**config.mk**
```make
export PLATFORM = sky130hd
export DESIGN_NAME = seq_divider_6by3
export DESIGN_NICKNAME = d
export VERILOG_FILES = /design/src/rtl/seq_divider_6by3_pkg.sv /design/src/rtl/seq_divider_6by3_div_step.sv /design/src/rtl/seq_divider_6by3.sv
export SDC_FILE = /design/constraint.sdc
export NUM_CORES = 1
export LEC_CHECK = 0
export ABC_CLOCK_PERIOD_IN_PS = 2600
export CAP_MARGIN = 20
export CORE_MARGIN = 1.5
export CORE_UTILIZATION = 52
export DETAILED_ROUTE_END_ITERATION = 7
export PLACE_DENSITY = 0.82
export SYNTH_ARGS = -nofsm -noshare
export SYNTH_HDL_FRONTEND = slang
export SYNTH_SLANG_ARGS = --single-unit
```
**constraint.sdc**
```tcl
create_clock -name clk -period 2.6 [get_ports clk]
set_input_delay 0.39 -clock clk [delete_from_list [all_inputs] [get_ports clk]]
set_output_delay 0.39 -clock clk [all_outputs]
set_load 0.02 [all_outputs]
```
**src/rtl/seq_divider_6by3_pkg.sv**
```systemverilog
// Shared types and constants for the sequential restoring divider.
// Latency: none (declarations only).
// Backpressure: none (declarations only).
package div_pkg;

  // Default operand widths: dividend/quotient and divisor/remainder.
  localparam int DIV_DIVIDEND_W = 6;
  localparam int DIV_DIVISOR_W  = 3;

  // One subtract/compare step per dividend bit.
  localparam int DIV_STEPS = DIV_DIVIDEND_W;

  // Quotient reported when the divisor is zero.
  localparam logic [DIV_DIVIDEND_W-1:0] DIV_Q_DBZ = '1;

  // Controller states.
  typedef enum logic [1:0] {
    IDLE = 2'd0,
    RUN  = 2'd1,
    DONE = 2'd2
  } div_state_t;

endpackage

```
**src/rtl/seq_divider_6by3_div_step.sv**
```systemverilog
// One restoring-division step: shift in a dividend bit, trial-subtract divisor.
// Latency: combinational, no registers.
// Backpressure: none; evaluated every cycle, consumed only while running.
module div_step
  import div_pkg::*;
#(
  parameter int DIVISOR_W = DIV_DIVISOR_W
) (
  input  logic [DIVISOR_W:0]   i_pr,
  input  logic                 i_bit,
  input  logic [DIVISOR_W-1:0] i_divisor,
  output logic [DIVISOR_W:0]   o_pr,
  output logic                 o_q_bit
);

  // The incoming partial remainder is always < divisor, so its top bit is
  // zero in practice; it is kept in the widened compare so every bit is used.
  logic [DIVISOR_W+1:0] w_ext;
  logic [DIVISOR_W+1:0] w_dvs;

  assign w_ext   = {i_pr, i_bit};
  assign w_dvs   = {2'b00, i_divisor};
  assign o_q_bit = (w_ext >= w_dvs);
  // After a successful subtract the result is < divisor, and without one the
  // shifted value is < 2*divisor, so DIVISOR_W+1 bits always suffice.
  assign o_pr    = (DIVISOR_W+1)'(o_q_bit ? (w_ext - w_dvs) : w_ext);

endmodule

```
**src/rtl/seq_divider_6by3.sv**
```systemverilog
// Sequential 6/3-bit unsigned restoring divider with start/busy/done handshake.
// Latency: 7 cycles from accepted start to done; divide-by-zero takes 1 cycle.
// Backpressure: start is ignored while busy; it is accepted in IDLE or DONE.
module seq_divider_6by3
  import div_pkg::*;
#(
  parameter int DIVIDEND_W = DIV_DIVIDEND_W,
  parameter int DIVISOR_W  = DIV_DIVISOR_W
) (
  input  logic                  clk,
  input  logic                  rst,
  input  logic                  start,
  input  logic [DIVIDEND_W-1:0] dividend,
  input  logic [DIVISOR_W-1:0]  divisor,
  output logic                  busy,
  output logic                  done,
  output logic [DIVIDEND_W-1:0] quotient,
  output logic [DIVISOR_W-1:0]  remainder,
  output logic                  div_by_zero
);

  localparam int CNT_W     = $clog2(DIVIDEND_W);
  localparam int LAST_STEP = DIVIDEND_W - 1;

  div_state_t            r_state;
  logic [DIVIDEND_W-1:0] r_q;     // dividend shifts out of the top, quotient bits in at the bottom
  logic [DIVISOR_W:0]    r_pr;    // partial remainder, one guard bit wider than the divisor
  logic [DIVISOR_W-1:0]  r_dvsr;
  logic [CNT_W-1:0]      r_cnt;
  logic                  r_busy;
  logic                  r_done;
  logic                  r_dbz;

  logic [DIVISOR_W:0]    w_pr_nxt;
  logic                  w_q_bit;

  // Single step datapath shared by every RUN cycle.
  div_step #(
    .DIVISOR_W (DIVISOR_W)
  ) u_step (
    .i_pr      (r_pr),
    .i_bit     (r_q[DIVIDEND_W-1]),
    .i_divisor (r_dvsr),
    .o_pr      (w_pr_nxt),
    .o_q_bit   (w_q_bit)
  );

  // FSM, step counter and operand/result registers; DONE accepts a new start
  // just like IDLE so back-to-back divisions lose no cycle.
  always_ff @(posedge clk) begin
    if (rst) begin
      r_state <= IDLE;
      r_q     <= '0;
      r_pr    <= '0;
      r_dvsr  <= '0;
      r_cnt   <= '0;
      r_busy  <= 1'b0;
      r_done  <= 1'b0;
      r_dbz   <= 1'b0;
    end else begin
      r_done <= 1'b0;
      case (r_state)
        IDLE, DONE: begin
          r_busy <= 1'b0;
          if (start) begin
            if (divisor == '0) begin
              r_state <= DONE;
              r_done  <= 1'b1;
              r_q     <= '1;
              r_pr    <= '0;
              r_dbz   <= 1'b1;
            end else begin
              r_state <= RUN;
              r_busy  <= 1'b1;
              r_q     <= dividend;
              r_dvsr  <= divisor;
              r_pr    <= '0;
              r_cnt   <= '0;
              r_dbz   <= 1'b0;
            end
          end else begin
            r_state <= IDLE;
          end
        end
        RUN: begin
          r_q   <= {r_q[DIVIDEND_W-2:0], w_q_bit};
          r_pr  <= w_pr_nxt;
          r_cnt <= r_cnt + CNT_W'(1);
          if (r_cnt == CNT_W'(LAST_STEP)) begin
            r_state <= DONE;
            r_busy  <= 1'b0;
            r_done  <= 1'b1;
          end
        end
        default: begin
          r_state <= IDLE;
          r_busy  <= 1'b0;
        end
      endcase
    end
  end

  assign busy        = r_busy;
  assign done        = r_done;
  assign quotient    = r_q;
  // Final remainder is < divisor, so the guard bit is always zero here.
  assign remainder   = r_pr[DIVISOR_W-1:0];
  assign div_by_zero = r_dbz;

endmodule

```
# Word-level counts from Yosys, hierarchy flattened
# Cells that the tools add are included.
# Widths: inputs -> output; s select.
totals:
  regBits: 21
  wordCells: 47
  inputBits: 12
classes:
  n_mux: 21
  reduce_logical: 8
  n_lt_le_gt_ge: 1
  n_addsub: 2
  n_bitwise: 1
  n_eq_ne: 6
op_table:
  columns: ["op", "count"]
  rows:
  - ["$mux 6", 2]
  - ["$pmux 6 s2", 1]
  - ["$mux 4", 2]
  - ["$pmux 4 s2", 1]
  - ["$mux 1", 6]
  - ["$mux 2", 3]
  - ["$mux 3", 2]
  - ["$ne 2x2->1 const B", 3]
  - ["$pmux 3 s2", 1]
  - ["$reduce_and 3->1", 2]
  - ["$ge 5x3->1", 1]
  - ["$pmux 1 s2", 2]
  - ["$pmux 2 s2", 1]
  - ["$reduce_and 2->1", 2]
  - ["$sub 4x3->4", 1]
  - ["$add 3x1->3 const B", 1]
  - ["$eq 3x3->1 const B", 1]
  - ["$logic_not 3->1", 1]
  - ["$eq 2x1->1 const B", 1]
  - ["$eq 2x2->1 const B", 1]
  - ["$logic_not 2->1", 1]
  - ["$reduce_bool 2->1", 1]
  - ["$reduce_or 2->1", 1]
  - ["$not 1->1", 1]

# Depth between registers and ports, before layout
# Gate-level depths: netlist of run 1.
logic_depth:
  word_depth: 4
  mapped_depth: 6
  depth_no_buf: 6

# Hierarchy
# From an unflattened synthesis of run 1, not the netlist that was laid out.
unflattened:
  hier_cells: 127
  hier_area_um2: 1188.6
by_module_without_submodules:
  columns: ["mod", "area_each_um2", "n_inst", "cells_per_inst", "seq_area_each_um2"]
  rows:
  - ["seq_divider_6by3", 1011.0, 1, 107, 420.4]
  - ["div_step", 177.7, 1, 20, 0.0]

# Worst setup path after synthesis of run 1
# OpenSTA, ideal clock, no wires.
synth_path:
  path_kind: "reg-to-reg"
  start: "register r_dvsr[2]"
  end: "register r_pr[0]"
  slack_ns: 0.962
  path_stages_with_launch: 7
  setup_ns: 0.117
  required_ns: 2.483
  t_arrival_ns: 1.521
  period_less_slack_ns: 1.638
  path_cell_list: "dfxtp_1 inv_1 ha_1 a31oi_1 nand2b_1 or3_1 a32o_1"
synth_via:
  elab_chain_cells: 3
synth_rtl:
  columns: ["element", "line", "rtl"]
  rows:
  - ["start, declared", "seq_divider_6by3.sv:28", "logic [DIVISOR_W-1:0] r_dvsr;"]
  - ["start signal, assigned", "seq_divider_6by3.sv:76", "r_dvsr <= divisor;"]
  - ["$ge 5x3->1", "seq_divider_6by3_div_step.sv:23", "assign o_q_bit = (w_ext >= w_dvs);"]
  - ["$mux 4", "seq_divider_6by3_div_step.sv:26", "assign o_pr = (DIVISOR_W+1)'(o_q_bit ? (w_ext - w_dvs) : w_ext);"]
  - ["$pmux 4 s2", "seq_divider_6by3.sv:62", "case (r_state)"]
  - ["end signal, assigned", "seq_divider_6by3.sv:87", "r_pr <= w_pr_nxt;"]
  - ["end, declared", "seq_divider_6by3.sv:27", "logic [DIVISOR_W:0] r_pr;"]
# Every way passes these cells.
# A chain may end at the register's enable or synchronous reset.

# Worst setup path after layout of run 1
layout_path:
  start: "register r_dvsr[2]"
  end: "register r_pr[1]"
# The elaborated chain is that of the path after synthesis.

==> flow_summary.json, run 1 <==
{
  "outcome": "finished, final reports clean",
  "synthTopCellsByArea": "dfxtp_1 40%, ha_1 5.9%, nor2_1 5.7%",
  "yosys_warnings": 0,
  "p_int_mw": 0.501,
  "wl_per_cell_um": 13.8,
  "crit_chain": "inv_1 > ha_1 > a31oi_1 > nand2b_1 > or3_1 > a32o_1",
  "setup_violations": 0,
  "post_cts_resized": 0,
  "synthFlopType": "dfxtp_1",
  "io_buffers": 23,
  "ir_drop_uv": 427,
  "cp_slowest_stage_delay_ps": 360,
  "min_period_ps": 1820,
  "dr.pass1.iters": 4,
  "fin_crit_sh_pct": 70.2,
  "dp_hpwl_mm": 1.80,
  "netlist_area_mm2": 0.00106,
  "holdWs_ps": 483,
  "combPwrFrac_pct": 28.6,
  "rows": 16,
  "cts_buffers": 3,
  "worstPathRequired_ps": 2820,
  "clk_pin_slew_ps": 120,
  "synthTopCellsByCount": "21 x dfxtp_1, 16 x nor2_1, 11 x a21oi_1",
  "synth_seq_cells": 21,
  "worst_hold_path_type": "reg2reg",
  "drv_cap": 0,
  "p_sw_mw": 0.243,
  "setup_ws_ps": 776,
  "ctsHoldBuffers": 0,
  "ys_seq_area_share_pct": 39.8,
  "fin_tns_setup_ps": 0,
  "worstSetupStartpointType": "flip-flop",
  "grt_overflow": 0,
  "yosysUniqueCellTypes": 31,
  "grt_antenna_before_repair": 0,
  "die_w_um": 48.1,
  "tightest_slew_ps": 564,
  "skew_ps": 1.06,
  "finalNetCount": 165,
  "p_seq_share_pct": 49.5,
  "drc": 0,
  "die_h_um": 48.1,
  "crit_slowest_cell": "dfxtp_1",
  "grtUsageTotal_pct": 24.3,
  "wirelength_mm": 2.39,
  "yosysTopAreaCellShare_pct": 39.8,
  "synthCells": 127,
  "power_switching_share_pct": 32.7,
  "initial_core_util_pct": 54.4,
  "drive_gt1_share_pct": 6.85,
  "cts_setup_buffers": 0,
  "pin_count": 24,
  "hold_viol_final": 0,
  "powerDensity_mw_per_mm2": 571,
  "crit_arrival_ps": 2050,
  "synth-async-reset-ratio_pct": 0,
  "cts_tree": "done",
  "layout.cell_area.non_filler_mm2": 0.00131,
  "syn_to_final_growth_pct": 23.4,
  "final_cells": 173,
  "grt_pass1_vias": 889,
  "synth_nets": 145,
  "diodes": 0,
  "placed_cells": 169,
  "synth-edff-count": 0,
  "grt_first_pass_wirelength_mm": 3.86,
  "cts-htree-levels": 1,
  "vias_per_cell": 5.61,
  "clock-sinks": 21,
  "crit_type": "reg2reg",
  "worstPathMaxFanout": 7,
  "cts_root_buffer": "clkbuf_4",
  "cp_top_family": "compound AO/OA/AOI/OAI gates",
  "grt_start_max_net_pins": 17,
  "routabilityCongestion": 0.764,
  "syn-mean-instance-area_um2": 8.32,
  "clock_latency_ps": 310,
  "crit_buf_inv": 1,
  "power.share.clock_pct": 21.9,
  "drt_iter0_markers": 18,
  "clk_path_buf_depth": 2,
  "antenna_left": 0,
  "place_area_mm2": 0.00128,
  "clock.fmax_ghz": 0.548,
  "leakagePower_nw": 0.479,
  "coreArea_mm2": 0.00194,
  "rsz0062_at_grt": "false",
  "cp-end-kind": "flip-flop",
  "slew_viol_final": 0,
  "maxSlewHeadroom_pct": 62.4,
  "dpl_worst_slack_ps": 683,
  "die_area_mm2": 0.00231,
  "synth_largest_area_cell": "dfxtp_1",
  "yosysMostFrequentCell": "dfxtp_1",
  "dr_total_vias": 970
}
[state kept, by name, indices dropped and copies added, names as in the netlist]
signal	cells
busy	1
div_by_zero	1
done	1
quotient	6
r_cnt	3
r_dvsr	3
r_pr	4
r_state	2
[tightest hold or removal path, stage by stage, from the launching register on]
cell	delay, ps
dfxtp_1	330
nand3_1	60
a21oi_1	60
[per-layer routing]
metal  GRT usage [%]  vias to the layer above  wire length, um
li1                -                      481                -
met1            29.6                      457             1050
met2            42.1                       27             1210
met3            4.44                        5               82
met4            9.73                        0               36
met5               0                        -                0
[cell type report]
class / instances / area [um^2]
Inverter: 6 / 22.5
Multi-Input combinational cell: 90 / 556
Clock inverter: 1 / 5.00
Tap cell: 27 / 33.8
Timing Repair Buffer: 25 / 245
Clock buffer: 3 / 22.5
Sequential cell: 21 / 420
Fill cell: 189 / 637
[cell usage in the layout, fill, tap and decap left out]
cell,synthesis,final
a31oi_1,5,5
or2_2,1,1
a32o_1,2,2
nand2b_1,4,4
dfxtp_1,21,21
xnor2_1,1,1
a221oi_1,1,1
nor3_1,4,4
o21ai_0,8,8
a21oi_1,11,11
xor2_1,1,1
nor2_1,16,16
clkbuf_4,0,3
buf_4,5,2
o21ai_1,1,1
o211ai_1,2,2
o221ai_1,2,2
nand2_1,8,8
ha_1,5,5
fa_1,1,1
nor2b_1,2,2
nand2_2,2,2
clkinv_2,0,1
or3_1,4,4
clkdlybuf4s50_1,0,23
a21oi_2,1,1
mux2i_1,2,2
nand3_1,1,1
inv_1,6,6
nand3b_1,1,1
a22oi_1,4,4
[power groups by stage]
stage	combinational (mW)	sequential, mW	clock (mW)
5_1_grt	0.235	0.372	0.178
3_3_place_gp	0.208	0.375	0
3_5_place_dp	0.211	0.376	0
4_1_cts	0.213	0.369	0.164
2_1_floorplan	0.132	0.383	0
6_report	0.213	0.369	0.163
[through the flow]
| step | utilization [%] | total power, mW |
|---|---|---|
| floorplan | - | 0.516 |
| global placement | 65.8 | 0.582 |
| detailed placement | 65.8 | 0.586 |
| CTS | 67.2 | 0.746 |
| global route | 67.2 | 0.785 |
| finish | 67.2 | 0.745 |
[kinds of logic after synthesis]
group,after synthesis,synth area share (%)
compound gates,37,21.9
xor+xnor,2,1.66
fa+ha+maj,6,7.81
buf+inv,16,7.69
flops,21,39.8
mux,2,1.89
simple gates,43,19.3
[worst paths after layout]
kind                            slack [ps]  cells after the start      start  endpoint
worst max-delay path                   780                      6  r_dvsr[2]   r_pr[1]
worst min-delay path                   480                      2       busy      busy
worst max register to register         780                      6  r_dvsr[2]   r_pr[1]
worst min register to register         480                      2       busy      busy
(Power assumes the default switching activity.)
==> run 2: changes to the inputs <==
--- a/config.mk
+++ b/config.mk
@@ -5,12 +5,12 @@
 export SDC_FILE = /design/constraint.sdc
 export NUM_CORES = 1
 export LEC_CHECK = 0
-export ABC_CLOCK_PERIOD_IN_PS = 2600
+export ABC_CLOCK_PERIOD_IN_PS = 1900
 export CAP_MARGIN = 20
 export CORE_MARGIN = 1.5
-export CORE_UTILIZATION = 52
+export CORE_UTILIZATION = 48
 export DETAILED_ROUTE_END_ITERATION = 7
-export PLACE_DENSITY = 0.82
+export PLACE_DENSITY = 0.77
 export SYNTH_ARGS = -nofsm -noshare
 export SYNTH_HDL_FRONTEND = slang
 export SYNTH_SLANG_ARGS = --single-unit
==> constraint.sdc (replaced) <==
create_clock -name clk -period 1.9 [get_ports clk]
set_input_delay 0.285 -clock clk [delete_from_list [all_inputs] [get_ports clk]]
set_output_delay 0.285 -clock clk [all_outputs]
set_load 0.02 [all_outputs]
==> flow_summary.json, run 2 (synthesis gave the netlist of run 1 again) <==
{
  "p_int_mw": 0.711,
  "coreArea_mm2": 0.00202,
  "die_w_um": 49.9,
  "worstSetupStartpointType": "flip-flop",
  "crit_buf_inv": 1,
  "crit_arrival_ps": 2040,
  "die_h_um": 49.9,
  "combPwrFrac_pct": 30.6,
  "leakagePower_nw": 0.495,
  "rsz0062_at_grt": "false",
  "cp-end-kind": "flip-flop",
  "die_area_mm2": 0.00249,
  "skew_ps": 2.58,
  "clock-sinks": 21,
  "dr_total_vias": 978,
  "crit_type": "reg2reg",
  "clock.fmax_ghz": 0.552,
  "utilization_pct": 67.3,
  "holdWs_ps": 489,
  "grt_pass1_vias": 904,
  "fin_crit_sh_pct": 95.3,
  "finalNetCount": 168,
  "wirelength_mm": 2.39,
  "clk_path_buf_depth": 2,
  "wl_per_cell_um": 13.6,
  "drv_cap": 0,
  "cts_root_buffer": "clkbuf_4",
  "cp_slowest_stage_delay_ps": 380,
  "power_mw": 1.07,
  "p_sw_mw": 0.355,
  "io_buffers": 23,
  "slew_viol_final": 0,
  "initial_core_util_pct": 52.3,
  "ctsHoldBuffers": 0,
  "drc": 0,
  "fin_tns_setup_ps": 0,
  "worstPathRequired_ps": 2130,
  "ir_drop_uv": 732,
  "syn_to_final_growth_pct": 28.8,
  "power.share.clock_pct": 22.0,
  "grt_start_max_net_pins": 19,
  "maxSlewHeadroom_pct": 73.4,
  "tightest_slew_ps": 396,
  "drt_iter0_markers": 32,
  "final_common_cell": "clkdlybuf4s50_1",
  "vias_per_cell": 5.56,
  "grt_overflow": 0,
  "routabilityCongestion": 0.757,
  "grt_first_pass_wirelength_mm": 3.82,
  "power_switching_share_pct": 33.3,
  "p_seq_share_pct": 47.4,
  "grt_antenna_before_repair": 0,
  "clock_latency_ps": 330,
  "dr.pass1.iters": 4,
  "antenna_left": 0,
  "drive_gt1_share_pct": 10.1,
  "cts_buffers": 3,
  "final_cell_mix": "23 x clkdlybuf4s50_1, 21 x dfxtp_1, 16 x nor2_1",
  "rows": 16,
  "cts-htree-levels": 1,
  "setup_ws_ps": 89.8,
  "outcome": "finished, final reports clean",
  "pin_count": 24,
  "powerDensity_mw_per_mm2": 783,
  "dpl_worst_slack_ps": 66.7,
  "cp_top_family": "simple AND/OR/NAND/NOR gates",
  "worst_hold_path_type": "reg2reg",
  "nFillCells": 167,
  "grtUsageTotal_pct": 20.2,
  "largest_register_ffs": 6,
  "min_period_ps": 1810,
  "setup_violations": 0,
  "worstPathMaxFanout": 6,
  "hold_viol_final": 0,
  "crit_chain": "inv_1 > ha_1 > a31oi_2 > nand2b_1 > or3_1 > a32o_1",
  "diodes": 0,
  "clk_pin_slew_ps": 120,
  "crit_slowest_cell": "dfxtp_1",
  "cts_tree": "done",
  "dp_hpwl_mm": 1.70
}
-- run 2: cell types whose count changed in the layout (fill, tap and decap cells not counted), sizes merged --
cell / change
clkinvlp: +1
buf: +3
clkinv: -1
-- run 2: timing repair --
item	4_1_cts	5_1_grt
resized for setup	0	2
endpoints found under the setup margin	0	2
setup buffers	0	1
-- run 2: power groups by stage --
stage / clock [mW] / sequential, mW / combinational (mW)
3_3_place_gp: 0 / 0.513 / 0.293
6_report: 0.235 / 0.506 / 0.326
4_1_cts: 0.238 / 0.504 / 0.305
2_1_floorplan: 0 / 0.525 / 0.181
5_1_grt: 0.255 / 0.511 / 0.353
3_5_place_dp: 0 / 0.513 / 0.301
-- run 2: final timing paths --
check	slack, ps	end	startpoint	cells past startpoint
worst min-delay path	490	busy	busy	2
worst min register to register	490	busy	busy	2
worst max-delay path	90	r_pr[0]	quotient[5]	6
worst max register to register	90	r_pr[0]	quotient[5]	6
-- run 2: tightest hold or removal path, delay by kind of cell, from the launching register on --
kind / cells / cell delay [ps]
AO/OA/AOI/OAI: 1 / 60
flip-flops: 1 / 330
AND/OR/NAND/NOR: 1 / 60
-- run 2: per-stage QoR --
stage / cells / instance area [um^2]
after floorplan: 127 / 1060
after global placement: 171 / 1310
after detailed placement: 171 / 1310
after CTS: 175 / 1340
after global routing: 176 / 1360
final: 176 / 1360
-- run 2: layout make-up --
| type | count | area, um^2 | area share (%) |
|---|---|---|---|
| Tap cell | 27 | 33.8 | 2.48 |
| Clock inverter | 1 | 7.51 | 0.551 |
| Timing Repair Buffer | 28 | 280 | 20.6 |
| Clock buffer | 3 | 22.5 | 1.65 |
| Multi-Input combinational cell | 90 | 574 | 42.2 |
| Inverter | 6 | 22.5 | 1.65 |
| Sequential cell | 21 | 420 | 30.9 |
-- run 2: layer usage --
metal	global-route usage [%]	vias to the layer above	routed length, um
met2	36.4	28	1240
li1	-	487	-
met5	0	-	0
met1	23.1	459	978
met3	5.45	4	146
met4	5.56	0	27
==> run 3: changes to the inputs <==
--- a/config.mk
+++ b/config.mk
@@ -10,6 +10,7 @@
 export CORE_MARGIN = 1.5
 export CORE_UTILIZATION = 48
 export DETAILED_ROUTE_END_ITERATION = 7
+export GPL_ROUTABILITY_DRIVEN = 0
 export PLACE_DENSITY = 0.77
 export SYNTH_ARGS = -nofsm -noshare
 export SYNTH_HDL_FRONTEND = slang
==> results of run 3 <==
Same layout as run 2: the final DEF is identical, and so are final timing and power.
